$ cat config.mk
export PLATFORM = sky130hd
export DESIGN_NAME = pc_fetch
export DESIGN_NICKNAME = d
export VERILOG_FILES = /design/src/rtl/pc_fetch_pkg.sv /design/src/rtl/pc_fetch_skid.sv /design/src/rtl/pc_fetch.sv
export SDC_FILE = /design/constraint.sdc
export NUM_CORES = 1
export LEC_CHECK = 0
export BUFFER_PORTS_ARGS = -buffer_cell sky130_fd_sc_hd__buf_4
export CAP_MARGIN = 20
export CORE_MARGIN = 5
export CORE_UTILIZATION = 52
export DETAILED_ROUTE_END_ITERATION = 6
export GPL_ROUTABILITY_DRIVEN = 0
export PLACE_DENSITY = 0.88
export SLEW_MARGIN = 20
export SYNTH_ARGS = -nofsm -noshare
export SYNTH_HDL_FRONTEND = slang
export SYNTH_HIERARCHICAL = 1
export SYNTH_SLANG_ARGS = --single-unit
export TNS_END_PERCENT = 10
$ cat constraint.sdc
create_clock -name clk -period 2.1 [get_ports clk]
set_clock_uncertainty 0.15 [all_clocks]
set_input_delay 0.42 -clock clk [delete_from_list [all_inputs] [get_ports clk]]
set_output_delay 0.42 -clock clk [all_outputs]
set_load 0.01 [all_outputs]
$ cat src/rtl/pc_fetch_pkg.sv
// Shared constants and state encoding for the pc_fetch instruction fetch unit.
// Also provides the helper that drops the low PC bits.
package pc_fetch_pkg;

    localparam int INSTR_W = 32;
    localparam logic [31:0] DEFAULT_RESET_PC = 32'h0001_0008;

    typedef logic [1:0] state_t;

    localparam state_t ST_FETCH = 2'd0;
    localparam state_t ST_WAIT  = 2'd1;
    localparam state_t ST_DRAIN = 2'd2;
    localparam state_t ST_HELD  = 2'd3;

    function automatic logic [31:0] align_pc(input logic [31:0] a);
        return {a[31:2], 2'b00};
    endfunction

endpackage

$ cat src/rtl/pc_fetch_skid.sv
// One-entry skid buffer that parks a returned instruction while decode stalls.
// Clear and drain both empty it; load fills it.
module pc_fetch_skid
    import pc_fetch_pkg::*;
(
    input  logic               clk,
    input  logic               reset,
    input  logic               load,
    input  logic               drain,
    input  logic               clear,
    input  logic [INSTR_W-1:0] wr_instr,
    input  logic [31:0]        wr_pc,
    output logic [INSTR_W-1:0] instr,
    output logic [31:0]        pc,
    output logic               full
);

    always_ff @(posedge clk) begin
        if (reset) begin
            full  <= 1'b0;
            instr <= '0;
            pc    <= '0;
        end else if (clear || drain) begin
            full <= 1'b0;
        end else if (load) begin
            full  <= 1'b1;
            instr <= wr_instr;
            pc    <= wr_pc;
        end
    end

endmodule

$ cat src/rtl/pc_fetch.sv
// Instruction fetch stage: one outstanding imem request, IF/ID register, skid.
// Optional macro PC_FETCH_ALIGN_CHECK_EN adds a sticky fetch_misalign output.
module pc_fetch
    import pc_fetch_pkg::*;
#(
    parameter logic [31:0] RESET_PC = DEFAULT_RESET_PC
) (
    input  logic               clk,
    input  logic               reset,
    input  logic [31:0]        next_pc,
    input  logic               stall,
    input  logic               redirect,
    output logic               imem_req,
    output logic [31:0]        imem_addr,
    input  logic               imem_ready,
    input  logic               imem_rvalid,
    input  logic [INSTR_W-1:0] imem_rdata,
    output logic [31:0]        pc,
    output logic [31:0]        pc_plus4,
    output logic               if_valid,
    output logic [INSTR_W-1:0] if_instr,
    output logic [31:0]        if_pc
`ifdef PC_FETCH_ALIGN_CHECK_EN
    ,
    output logic               fetch_misalign
`endif
);

    state_t state;
    state_t state_nxt;

    logic accept;
    logic pc_load;
    logic deliver_mem;
    logic deliver_skid;
    logic skid_load;
    logic skid_clear;
    logic skid_full;
    logic [INSTR_W-1:0] skid_instr;
    logic [31:0] skid_pc;
    logic [31:0] target;
    logic halt;

`ifdef PC_FETCH_ALIGN_CHECK_EN
    logic bad_target;
    assign target     = next_pc;
    assign bad_target = |next_pc[1:0];
    assign halt       = fetch_misalign;
`else
    logic unused_low;
    assign target     = align_pc(next_pc);
    assign unused_low = ^next_pc[1:0];
    assign halt       = 1'b0;
`endif

    assign imem_req  = (state == ST_FETCH) && !reset && !halt;
    assign imem_addr = pc;
    assign pc_plus4  = pc + 32'd4;
    assign accept    = imem_req && imem_ready;

    always_comb begin
        state_nxt    = state;
        pc_load      = 1'b0;
        deliver_mem  = 1'b0;
        deliver_skid = 1'b0;
        skid_load    = 1'b0;
        skid_clear   = 1'b0;
        unique case (state)
            ST_FETCH: begin
                pc_load = redirect;
                if (accept) begin
                    state_nxt = redirect ? ST_DRAIN : ST_WAIT;
                end
            end
            ST_WAIT: begin
                if (imem_rvalid) begin
                    if (redirect) begin
                        pc_load   = 1'b1;
                        state_nxt = ST_FETCH;
                    end else if (stall) begin
                        skid_load = 1'b1;
                        state_nxt = ST_HELD;
                    end else begin
                        deliver_mem = 1'b1;
                        pc_load     = 1'b1;
                        state_nxt   = ST_FETCH;
                    end
                end else if (redirect) begin
                    pc_load   = 1'b1;
                    state_nxt = ST_DRAIN;
                end
            end
            ST_DRAIN: begin
                pc_load = redirect;
                if (imem_rvalid) begin
                    state_nxt = ST_FETCH;
                end
            end
            ST_HELD: begin
                if (redirect) begin
                    skid_clear = 1'b1;
                    pc_load    = 1'b1;
                    state_nxt  = ST_FETCH;
                end else if (!stall) begin
                    deliver_skid = 1'b1;
                    pc_load      = 1'b1;
                    state_nxt    = ST_FETCH;
                end
            end
            default: state_nxt = ST_FETCH;
        endcase
    end

    always_ff @(posedge clk) begin
        if (reset) begin
            state <= ST_FETCH;
        end else begin
            state <= state_nxt;
        end
    end

    // A misaligned target never reaches pc; the unit freezes until reset.
    always_ff @(posedge clk) begin
        if (reset) begin
            pc <= RESET_PC;
        end else if (pc_load) begin
`ifdef PC_FETCH_ALIGN_CHECK_EN
            if (!fetch_misalign && !bad_target) begin
                pc <= target;
            end
`else
            pc <= target;
`endif
        end
    end

`ifdef PC_FETCH_ALIGN_CHECK_EN
    always_ff @(posedge clk) begin
        if (reset) begin
            fetch_misalign <= 1'b0;
        end else if (pc_load && bad_target) begin
            fetch_misalign <= 1'b1;
        end
    end
`endif

    always_ff @(posedge clk) begin
        if (reset) begin
            if_valid <= 1'b0;
            if_instr <= '0;
            if_pc    <= '0;
        end else if (redirect) begin
            if_valid <= 1'b0;
        end else if (stall) begin
            if_valid <= if_valid;
        end else if (deliver_mem) begin
            if_valid <= 1'b1;
            if_instr <= imem_rdata;
            if_pc    <= pc;
        end else if (deliver_skid) begin
            if_valid <= 1'b1;
            if_instr <= skid_instr;
            if_pc    <= skid_pc;
        end else begin
            if_valid <= 1'b0;
        end
    end

    pc_fetch_skid u_skid (
        .clk      (clk),
        .reset    (reset),
        .load     (skid_load),
        .drain    (deliver_skid),
        .clear    (skid_clear),
        .wr_instr (imem_rdata),
        .wr_pc    (pc),
        .instr    (skid_instr),
        .pc       (skid_pc),
        .full     (skid_full)
    );

    logic unused_full;
    assign unused_full = skid_full;

endmodule

; Word-level counts from Yosys, hierarchy flattened
; Cells that the tools add are included.
[op_classes]
shifts = 0
n_lt_le_gt_ge = 0
eq_ne = 7
n_mux = 30
n_reduce_logical = 11
add_sub_neg = 1
mul = 0
n_bitwise = 3
div_mod_pow = 0
[op_table]
columns = cell, count
row1 = 2-to-1 mux 32 bit, 4
row2 = "adder 32 x 3 -> 32 bit, second input constant", 1
row3 = 2-to-1 mux 2 bit, 9
row4 = 2-to-1 mux 1 bit, 15
row5 = case mux 2 bit (4 select lines), 1
row6 = "!= test 3 bit, second input constant", 2
row7 = "== test 2 bit, second input constant", 2
row8 = "!= test 2 bit, second input constant", 2
row9 = AND reduction 4 bit, 1
row10 = OR reduction 2 bit, 2
row11 = inverter 1 bit, 3
row12 = case mux 1 bit (3 select lines), 1
row13 = AND reduction 3 bit, 1
row14 = "== test 2 x 1 -> 1 bit, second input constant", 1
row15 = logical AND 1 bit, 2
row16 = zero test 2 bit, 1
row17 = AND reduction 2 bit, 1
row18 = nonzero test 2 bit, 1
row19 = zero test 1 bit, 1
row20 = logical OR 1 bit, 1
[totals]
ff_bits = 159
out_inout_bits = 162
romBits = 0
latch_bits = 0
n_memories = 0
ramBits = 0

; Longest topological paths before layout
; Gate-level depths: netlist (run 1).
[depth]
ltp_word = 6
ltp_mapped = 9

; Modules after synthesis
; Netlist (run 1), hierarchy kept.
[modules_own_cells]
columns = mod, area_each_um2, n_inst, cells_each, seq_area_each_um2
row1 = pc_fetch, 4697.0, 1, 491, 1941.9
row2 = pc_fetch_skid, 2951.6, 1, 281, 1301.2

; Least setup slack after synthesis (run 1)
; Ideal clock, no wire load.
[synth_path]
path_type = register to output
start = register pc[2] (netlist: imem_addr[2])
end = output pc_plus4[26]
path_buffers = 0
stages_incl_launch_ff = 6
arrival_ns = 1.524
slack_ns = 0.006
cell_sequence = dfxtp_1 > ha_1 > and3_1 > nand3_2 > nor3_1 > xor2_1
[synth_between]
elab_chain_len = 1
[synth_rtl]
columns = element, line
row1 = "start, declared", pc_fetch.sv:18  ; output logic [31:0] pc,
row2 = "start signal, assigned", pc_fetch.sv:132  ; pc <= target;
row3 = adder 32 x 3 -> 32 bit, pc_fetch.sv:58  ; assign pc_plus4 = pc + 32'd4;
row4 = "end, declared", pc_fetch.sv:19  ; output logic [31:0] pc_plus4,
; Every way passes these cells.

; Final worst setup path (run 1)
[layout_path]
start = register pc[2] (netlist: imem_addr[2])
end = output pc_plus4[30]
; Same word-level chain as after synthesis.

==> flow_summary_export.csv, run 1 <==
group,metric,value,unit
run_status,status,"complete, but fails checks",
run_status,violations,"DRC, setup timing",
timing,fin_crit_sh,117,%
clock_network,cts_made_buffers,17,
timing,rsz0062_at_grt,"true",
floorplanning,dieWidth,131,um
clock_network,clk_pin_slew,60,ps
floorplanning,std_cell_rows,44,
floorplanning,dieArea,17200,sq um
global_route,grt_pass1_vias,6352,
finish,finish.utilization,70.9,%
clock_network,cts.path.max_buffers,2,
power_and_ir_drop,p_leak,0.00436,uW
global_route,antenna_found_initial,0,
floorplanning,design.core.area,14500,sq um
drt,routed_via_density,5.42,
global_route,grt_max_degree,100,
drt,vias,6420,
synth,ys_warn_count,6,
power_and_ir_drop,power_density,699,nW/um^2
drt,wl_per_cell,17.2,um
setup_path,start_kind,"register",
floorplanning,initial_core_util,52.6,%
drt,routed_wl,20400,um
worst_hold_path,hold_class,"in2reg",
global_route,grt_pass1_wl,31800,um
clock_network,hold_buffers,0,
timing,fin_ws,-348,ps
timing,setup_viol,25,
setup_path,critPathArrivalTime,1880,ps
finish,diodes,0,
clock_network,htree_levels,4,
setup_path,cp.required,1530,ps
synth,synth_area_per_cell,9.91,sq um
timing,fin_crit,2450,ps
timing,clock.fmax,0.409,GHz
clock_network,cts_root_buf,"clkbuf_16",
timing,slew_violations,0,
setup_path,crit_type,"reg2out",
place,io_buffers,223,
drt,ant_nets,0,
finish,syn_to_final_growth,34.8,%
place,placed_cell_area,9420,sq um
clock_network,cts_tree,"done",
drt,drt-initial-drc-count,451,
setup_path,max_stage_delay,370,ps
clock_network,cts.sinks,161,
power_and_ir_drop,ir_drop,0.516,mV
finish,final_nets,1060,
place,dp_hpwl,13600,um
global_route,grt_usage,23.4,%
power_and_ir_drop,p_total,7180,uW
setup_path,path_cells,"ha_4, and3_4, nand3_4, nor3_2, xnor2_1, buf_4",
setup_path,slowest_stage,"dfxtp_4",
synth,postSynthCellCount,769,
setup_path,end_kind,"output port",
drt,first_pass_iters,7,
synth,synth_area,7620,sq um
timing,fin_setup_tns,-5620,ps
setup_path,worstPathMaxFanout,8,
floorplanning,die_y,131,um
floorplanning,ios,232,
finish,drive_gt1_share,36.1,%
clock_network,insertion_delay,420,ps
drt,post-route-drc-count,4,
job,cap_violations,0,
global_route,grt_overflow,0,
finish,fin_area,10300,sq um
timing,hold_viol,0,
critical path, delay by kind of cell, from the launching register on:
kind	cells	cell delay (ps)
xor+xnor	1	150
simple gates	3	640
flops	1	370
buf+inv	1	150
fa+ha+maj	1	130
layout make-up:
type / instances / area, sq um
fillers: 1062 / 4210
multi-input cells: 515 / 3870
flip-flops and latches: 161 / 3240
repair buffers: 290 / 2310
clock buffers: 19 / 443
well taps: 184 / 230
clock inverters: 11 / 164
inverters: 4 / 15.0
flip-flops by register name (all words and copies together), names as in the netlist:
name / count
if_pc: 32
if_valid: 1
imem_addr: 30
u_skid/instr: 32
state: 2
u_skid/pc: 32
if_instr: 32
path summary, 6_finish.rpt:
path,startpoint,endpoint,slack (ps),cells past startpoint
worst min-delay path,next_pc[6],imem_addr[6]$_SDFFE_PP0P_,80,3
worst max register to register,state[1]$_SDFFE_PP0P_,u_skid/pc[27]$_SDFFE_PP0P_,140,5
worst max-delay path,imem_addr[2]$_SDFFE_PP0P_,pc_plus4[30],-350,6
worst min register to register,if_valid$_SDFFE_PP0N_,if_valid$_SDFFE_PP0N_,320,2
placed cells by master, fill, tap and decap left out, types with 3 or more instances in the layout:
cell type / instances
nand2b_1: 129
nor3_1: 4
nor2b_1: 4
clkinv_2: 4
nor3b_4: 3
nand3_1: 8
and4_4: 5
bufinv_16: 4
a211oi_1: 26
buf_6: 6
buf_4: 275
conb_1: 8
a222oi_1: 36
xor2_1: 16
buf_12: 9
nor3_2: 5
clkbuf_16: 17
nand2_1: 6
mux2i_1: 120
xnor2_1: 12
and3_1: 4
dfxtp_1: 151
dfxtp_2: 9
nor2_1: 97
inv_1: 4
routing by layer:
layer / routed length, um / global-route usage (%) / vias up
met5: 0 / 0 / -
met4: 298 / 8.23 / 0
met3: 1250 / 5.98 / 17
met2: 10500 / 40.5 / 209
met1: 8320 / 28.1 / 3126
li1: - / - / 3068
timing repair:
item | in CTS | in global routing
resized for setup | 47 | 5
endpoints found under the setup margin | 26 | 26
buffers inserted | 4 | 3
pin swaps | 19 | 5
through the flow:
step | hold WS [ps] | cells | setup WS [ps]
5_1_grt | 81.4 | 1184 | -422
2_1_floorplan | 298 | 776 | 6.40
4_1_cts | 71.2 | 1181 | -325
3_3_place_gp | 302 | 1147 | -7.62
3_5_place_dp | 311 | 1147 | -58.7
6_report | 81.9 | 1184 | -348
power breakdown:
group | internal, uW | total (uW) | switching, uW
Combinational | 434 | 837 | 403
Sequential | 3110 | 3150 | 42.4
Clock | 2000 | 3190 | 1190
Total | 5540 | 7180 | 1640
Note: power is estimated with default switching activity, not from simulation.
==> run 2: changes to the inputs <==
==> constraint.sdc (replaced) <==
create_clock -name clk -period 2.1 [get_ports clk]
set_clock_uncertainty 0.15 [all_clocks]
set_input_delay 0.21 -clock clk [delete_from_list [all_inputs] [get_ports clk]]
set_output_delay 0.21 -clock clk [all_outputs]
set_load 0.01 [all_outputs]
==> run 2 against run 1 <==
  * The run still ends with DRC, setup timing left
  * Power down 3.7%
  * Flip-flop and latch count unchanged
  * Non-clock buffer count rose by 45
  * Critical path depth fell by 1
  * Via count grew 4.5%
  * Routed wire length is 9.2% higher
  * Sequential share of layout area down 1.1 points
  * Critical endpoint is now pc_plus4[31]
==> flow_summary_export.csv, run 2 (same netlist as run 1, synthesis figures left out) <==
group,metric,value,unit
run_status,status,"complete, but fails checks",
run_status,violations,"DRC, setup timing",
finish,syn_to_final_growth,39.9,%
floorplanning,initial_core_util,52.6,%
finish,seq_area,3240,sq um
finish,fin_area,10700,sq um
timing,fin_crit_sh,108,%
power_and_ir_drop,p_total,6920,uW
timing,setup_viol,18,
clock_network,cts_tree,"done",
power_and_ir_drop,p_clk_share,40.9,%
clock_network,cts_made_buffers,17,
drt,first_pass_iters,7,
global_route,antenna_found_initial,0,
setup_path,start_kind,"register",
global_route,grt_overflow,0,
global_route,grt_max_degree,82,
power_and_ir_drop,ir_drop,0.556,mV
finish,diodes,0,
power_and_ir_drop,power_density,649,nW/um^2
global_route,grt_usage,25.0,%
timing,clock.fmax,0.441,GHz
timing,rsz0062_at_grt,"true",
drt,drt-initial-drc-count,502,
place,dp_hpwl,13200,um
drt,vias,6710,
timing,fin_crit,2270,ps
drt,ant_nets,0,
floorplanning,design.core.area,14500,sq um
drt,wl_per_cell,18.1,um
floorplanning,die_y,131,um
setup_path,end_kind,"output port",
power_and_ir_drop,power_frac_comb,13.3,%
power_and_ir_drop,p_seq_share,45.7,%
floorplanning,ios,232,
global_route,grt_pass1_wl,34100,um
floorplanning,std_cell_rows,44,
clock_network,cts_root_buf,"clkbuf_16",
clock_network,cts.sinks,161,
finish,drive_gt1_share,33.1,%
place,placed_cell_area,9280,sq um
finish,final_nets,1105,
power_and_ir_drop,power_switching,1710,uW
place,io_buffers,223,
global_route,grt_pass1_vias,6728,
drt,routed_via_density,5.45,
drt,post-route-drc-count,6,
job,cap_violations,0,
clock_network,cts.path.max_buffers,2,
setup_path,critPathArrivalTime,1910,ps
timing,slew_violations,0,
finish,layout_common_cells,"buf_4 (262), dfxtp_1 (148), nand2b_1 (129)",
setup_path,crit_type,"reg2out",
clock_network,htree_levels,4,
setup_path,cp.required,1740,ps
power_and_ir_drop,p_int,5210,uW
timing,fin_setup_tns,-1490,ps
worst_hold_path,hold_class,"in2reg",
drt,routed_wl,22300,um
timing,hold_viol,0,
floorplanning,dieWidth,131,um
power_and_ir_drop,swShare,24.7,%
power_and_ir_drop,p_leak,0.00445,uW
setup_path,worstPathMaxFanout,7,
clock_network,clk_pin_slew,60,ps
floorplanning,dieArea,17200,sq um
timing,fin_ws,-165,ps
clock_network,insertion_delay,420,ps
finish,multi_input_area,3850,sq um
finish,final_common_cell,"buf_4",
finish,fillerInstances,931,
[run 2: changes by cell type in the layout (fill, tap and decap cells not counted), moves of 2 or more]
cell / before / now
dfxtp_1: 151 / 148
nor3_2: 5 / 7
clkbuf_8: 1 / 3
bufinv_16: 4 / 0
buf_4: 275 / 262
dlygate4sd3_1: 0 / 63
dfxtp_2: 9 / 11
clkbuf_1: 1 / 3
buf_6: 6 / 2
[run 2: layout make-up]
| class | count | area share [%] |
|---|---|---|
| inverter | 4 | 0.141 |
| clock inverter | 9 | 0.540 |
| clock buffer | 23 | 4.48 |
| tap | 184 | 2.16 |
| timing repair buffer | 335 | 26.1 |
| multi-input combinational | 515 | 36.2 |
| sequential | 161 | 30.4 |
[run 2: worst paths after layout]
kind / startpoint / endpoint / slack, ps / cells after the start
worst max-delay path: imem_addr[14]$_SDFFE_PP0P_ / pc_plus4[31] / -170 / 5
worst min-delay path: redirect / state[0]$_SDFFE_PP0P_ / 20 / 3
worst max register to register: state[1]$_SDFFE_PP0P_ / u_skid/pc[19]$_SDFFE_PP0P_ / 170 / 5
worst min register to register: if_valid$_SDFFE_PP0N_ / if_valid$_SDFFE_PP0N_ / 320 / 2
[run 2: metal layers]
layer  part of all wire, %  vias up  wire [um]  track usage (%)
li1                      -     3161          -                -
met1                    38     3253       8570             29.4
met2                    53      257      11800             43.8
met3                   6.4       39       1420             6.22
met4                   2.0        0        452             9.50
met5                     0        -          0                0
[run 2: through the flow]
step / cells / hold WS [ps] / setup slack [ps] / util (%)
2_1_floorplan: 776 / 204 / 216 / -
3_3_place_gp: 1129 / 288 / 163 / 64.1
3_5_place_dp: 1129 / 298 / 131 / 64.1
4_1_cts: 1230 / 11.6 / -118 / 73.2
5_1_grt: 1231 / 35.4 / -231 / 73.6
6_report: 1231 / 24.7 / -165 / 73.6
[run 2: critical path, stage by stage, from the launching register on]
cell and delay [ps]:
dfxtp_2 320, and4_4 270, nand4_4 230, nor4_4 330, xor2_1 190, buf_4 140
[run 2: power by group through the flow]
stage	logic [uW]	registers [uW]	clock network (uW)
3_5_place_dp	793	3220	0
4_1_cts	902	3160	2870
3_3_place_gp	779	3220	0
2_1_floorplan	390	3270	0
6_report	922	3160	2830
5_1_grt	987	3170	3000
[run 2: timing repair]
| item | in CTS | in global routing |
|---|---|---|
| gates cloned | 0 | 0 |
| endpoints found under the hold margin | 95 | 0 |
| endpoints found under the setup margin | 21 | 22 |
| setup buffers | 6 | 1 |
| hold buffers | 63 | 0 |
| resized for setup | 34 | 15 |
| pin swaps | 6 | 4 |
